===== src/rtl/blake2s_msg_packer.sv =====
// Byte-stream front end for the BLAKE2s core: slices a host message into
// 64-byte blocks, zero-pads the final block and tracks the message length.
module blake2s_msg_packer #(
  parameter int unsigned BLOCK_BYTES = 64,
  parameter int unsigned LL_W        = 64
) (
  input  logic                           clk,
  input  logic                           reset,
  input  logic                           valid_i,
  input  logic [7:0]                     data_i,
  input  logic                           last_i,
  output logic                           ready_o,
  input  logic                           ready_v_i,
  output logic                           data_v_o,
  output logic [7:0]                     data_o,
  output logic [$clog2(BLOCK_BYTES)-1:0] data_idx_o,
  output logic                           block_first_o,
  output logic                           block_last_o,
  output logic [LL_W-1:0]                ll_o,
  output logic                           busy_o
);

  localparam int unsigned IDX_W = $clog2(BLOCK_BYTES);
  localparam logic [IDX_W-1:0] IDX_LAST = IDX_W'(BLOCK_BYTES - 1);

  typedef enum logic [1:0] {
    IDLE = 2'd0,
    FILL = 2'd1,
    PAD  = 2'd2,
    WAIT = 2'd3
  } state_t;

  state_t           state_q, state_d;
  logic             data_v_d;
  logic [7:0]       data_d;
  logic [IDX_W-1:0] idx_d, idx_next;
  logic             first_d, last_d;
  logic [LL_W-1:0]  ll_d;
  logic             xfer;

  // Host handshake: block starts wait on the core, mid-block bytes never stall.
  always_comb begin
    ready_o = 1'b0;
    case (state_q)
      IDLE:    ready_o = ready_v_i;
      FILL:    ready_o = 1'b1;
      WAIT:    ready_o = ready_v_i;
      default: ready_o = 1'b0;
    endcase
  end

  assign xfer     = valid_i & ready_o;
  assign idx_next = data_idx_o + IDX_W'(1);
  assign busy_o   = (state_q != IDLE);

  // Next-state and next-output logic; output registers hold unless a byte moves.
  always_comb begin
    state_d  = state_q;
    data_v_d = 1'b0;
    data_d   = data_o;
    idx_d    = data_idx_o;
    first_d  = block_first_o;
    last_d   = block_last_o;
    ll_d     = ll_o;
    case (state_q)
      IDLE, WAIT: begin
        if (xfer) begin
          data_v_d = 1'b1;
          data_d   = data_i;
          idx_d    = '0;
          last_d   = last_i;
          first_d  = (state_q == IDLE);
          ll_d     = (state_q == IDLE) ? LL_W'(1) : ll_o + LL_W'(1);
          state_d  = last_i ? PAD : FILL;
        end
      end
      FILL: begin
        if (xfer) begin
          data_v_d = 1'b1;
          data_d   = data_i;
          idx_d    = idx_next;
          last_d   = last_i;
          ll_d     = ll_o + LL_W'(1);
          if (idx_next == IDX_LAST) begin
            state_d = last_i ? IDLE : WAIT;
          end else if (last_i) begin
            state_d = PAD;
          end
        end
      end
      PAD: begin
        data_v_d = 1'b1;
        data_d   = 8'd0;
        idx_d    = idx_next;
        last_d   = 1'b1;
        if (idx_next == IDX_LAST) begin
          state_d = IDLE;
        end
      end
      default: state_d = IDLE;
    endcase
  end

  always_ff @(posedge clk) begin
    if (reset) begin
      state_q       <= IDLE;
      data_v_o      <= 1'b0;
      data_o        <= 8'd0;
      data_idx_o    <= '0;
      block_first_o <= 1'b0;
      block_last_o  <= 1'b0;
      ll_o          <= '0;
    end else begin
      state_q       <= state_d;
      data_v_o      <= data_v_d;
      data_o        <= data_d;
      data_idx_o    <= idx_d;
      block_first_o <= first_d;
      block_last_o  <= last_d;
      ll_o          <= ll_d;
    end
  end

endmodule


===== config.mk =====
export PLATFORM = sky130hd
export DESIGN_NAME = blake2s_msg_packer
export DESIGN_NICKNAME = d
export VERILOG_FILES = /design/src/rtl/blake2s_msg_packer.sv
export SDC_FILE = /design/constraint.sdc
export NUM_CORES = 1
export LEC_CHECK = 0
export CORE_MARGIN = 2
export CORE_UTILIZATION = 50
export CTS_CLUSTER_SIZE = 16
export DETAILED_ROUTE_END_ITERATION = 10
export HOLD_SLACK_MARGIN = 0.02
export PLACE_DENSITY = 0.79
export SYNTH_ARGS = -nofsm -noshare
export SYNTH_HDL_FRONTEND = slang
export SYNTH_SLANG_ARGS = --single-unit
export TNS_END_PERCENT = 50

===== constraint.sdc =====
create_clock -name clk -period 3.4 [get_ports clk]
set_input_delay 0.34 -clock clk [delete_from_list [all_inputs] [get_ports clk]]
set_output_delay 0.34 -clock clk [all_outputs]
set_load 0.02 [all_outputs]

==> results.toml <==
[pwr]
irDropWorstVdd_v = 0.000204
power_uw = 2620
power_density_nw_per_um2 = 495
power_leakage_uw = 0.00166

[sta]
tightest_slew_ns = 0.655
fmax_mhz = 352
final-max-slew-violation-count = 0
holdWs_ns = 0.474
max_slew_margin = 0.559
finClkSkew_ns = 0.0142
fin_setup_tns_ns = 0
fin_crit_ns = 2.84
fin_crit_sh = 0.835
rsz0062_at_grt = "false"
setup_viol = 0
hold_viol_final = 0

[setup_path]
start_kind = "register"
endpoint_kind = "register"
cp.arrival_ns = 3.12
cp_max_fo = 11
critical_path_class = "register to register"
worstPathRequired_ns = 3.68

[floorplan]
ioPinCount = 96
row_count = 32
die_h_microns = 93.4
coreArea_sq_um = 7730
start_util = 0.518
die_area_sq_um = 8730
die_x_microns = 93.4

[clock_network]
cts_htree_levels = 3
post_cts_resize_count = 0
postCtsSetupBuffers = 0
cts_buffer_depth = 2
cts_tree = "built"
cts_made_buffers = 9
clkTransAtPathRegs_ns = 0.08
clk_latency_ns = 0.36
cts_sinks = 83
hold_buffers = 0
cts-root-buf = "clkbuf_8"

[synthesis]
netlist_area_sq_um = 4000
ys_ff_latch = 83
yosysWarnings = 0
yosysSeqAreaShare = 0.415
yosys.area_share.simple = 0.309
syn_nets = 512
synthXorXnorAreaFrac = 0.0810
synthMuxAreaShare = 0.00500
syn_inst = 493
synth-async-reset-ratio = 0
synth.distinct_cells = 48
synth-edff-count = 0
synth_top_flop_cell = "dfxtp_1"
synthAdderAreaFrac = 0.0188
synth.largest_area_cell = "dfxtp_1"
synth_top_family_by_area = "simple AND/OR/NAND/NOR gates"
synth_top_area_frac = 0.415
syn_area_per_cell_sq_um = 8.11
synth_compound_area_frac = 0.138
synth_area_leaders = "dfxtp_1 (42%), a21oi_1 (5.3%), nor2_1 (5.0%)"

[grt]
antenna_found_initial = 0
grt-ovfl-total = 0
track_usage = 0.244
grt_max_degree = 31
grt_pass1_vias = 3667
grt_pass1_wl_mm = 17.1

[final_layout]
multi_input_area_sq_um = 2210
fin_cells = 695
n_antenna_cell = 0
final_cell_mix = "clkdlybuf4s50_1 (95), dfxtp_1 (83), nor2_1 (53)"
final_area_sq_um = 5300
drive_gt1_frac = 0.0556
final_common_cell = "clkdlybuf4s50_1"
fin_nets = 608
syn_to_final_growth_pct = 32.4
layout.area.seq_sq_um = 1660
fillers = 652

[detailed_routing]
finalWirelength_mm = 10.6
antenna_left = 0
drc = 0
first_pass_iters = 5
wl_per_cell_microns = 15.2
drt_iter0_markers = 290
via_count = 4032
viasPerCell = 5.80

[hold_path]
hold_path.class = "register to register"

[place]
port-buffer-count = 95
place_area_sq_um = 5090
gp_congestion = 0.886
hpwlAfterDp_mm = 7.53
dp.cells = 680

[status]
outcome = "completed"

[run]
drv_cap = 0
-- cell usage after synthesis, drive strengths merged (2+ instances only) --
master and instances:
nand2b 3, or3 26, and3 6, nand2 35, a211o 3, ha 6
nor2b 3, o21ai 31, a31oi 2, and2 3, o21a 3, xor2 18
inv 16, buf 2, dfxtp 83, a21oi 42, nor4 18, nand4 29
or4b 2, and4 3, nor3 13, mux2i 2, nand3 35, clkbuf 17
o21ba 2, or4 3, nor2 53, or2 2, xnor2 19, a211oi 2
-- critical path, stage by stage, from the launching register on --
cell,delay (ns)
dfxtp_1,0.34
inv_1,0.09
ha_1,0.48
nand2b_1,0.22
a211o_1,0.44
or4b_1,0.67
or3_1,0.36
a21oi_1,0.16
-- metal layers --
layer	wire [microns]	up-vias	GRT usage
met4	102	0	0.0760
li1	-	1970	-
met5	0	-	0
met3	667	8	0.0475
met2	5010	141	0.402
met1	4810	1913	0.323
-- state kept, by name, indices dropped and copies added, names as in the netlist --
signal,cells
data_o,8
data_v_o,1
ll_o,64
data_idx_o,6
block_first_o,1
state_q,2
block_last_o,1
-- area by class of cell --
| type | instances | share of cell area |
|---|---|---|
| inverters | 16 | 0.0113 |
| clock buffers | 10 | 0.0241 |
| well taps | 102 | 0.0241 |
| flip-flops and latches | 83 | 0.314 |
| clock inverters | 5 | 0.0149 |
| repair buffers | 104 | 0.195 |
| multi-input cells | 375 | 0.417 |
-- through the flow --
step	worst slack [ns]	utilization
6_report	0.560	0.685
5_1_grt	0.405	0.685
4_1_cts	0.576	0.685
3_5_place_dp	0.592	0.659
3_3_place_gp	0.665	0.659
2_1_floorplan	0.965	-
-- final timing paths --
kind / start / to / slack, ns / cells after the start
setup / recovery: state_q[1] / ll_o[36] / 0.56 / 7
hold / removal: data_o[0] / data_o[0] / 0.47 / 2
setup reg to reg: state_q[1] / ll_o[36] / 0.56 / 7
hold reg to reg: data_o[0] / data_o[0] / 0.47 / 2
-- logic make-up after synthesis --
group           after synthesis
fa+ha+maj                     6
flops                        83
simple gates                235
mux                           2
buf+inv                      35
xor+xnor                     37
compound gates               95
-- power by group --
part	switching [uW]	leakage, uW	total, uW	internal, uW
Combinational	493	0.000885	791	298
Clock	351	0.000106	760	409
Sequential	39.3	0.000670	1070	1030
Note: power is estimated with default switching activity, not from simulation.
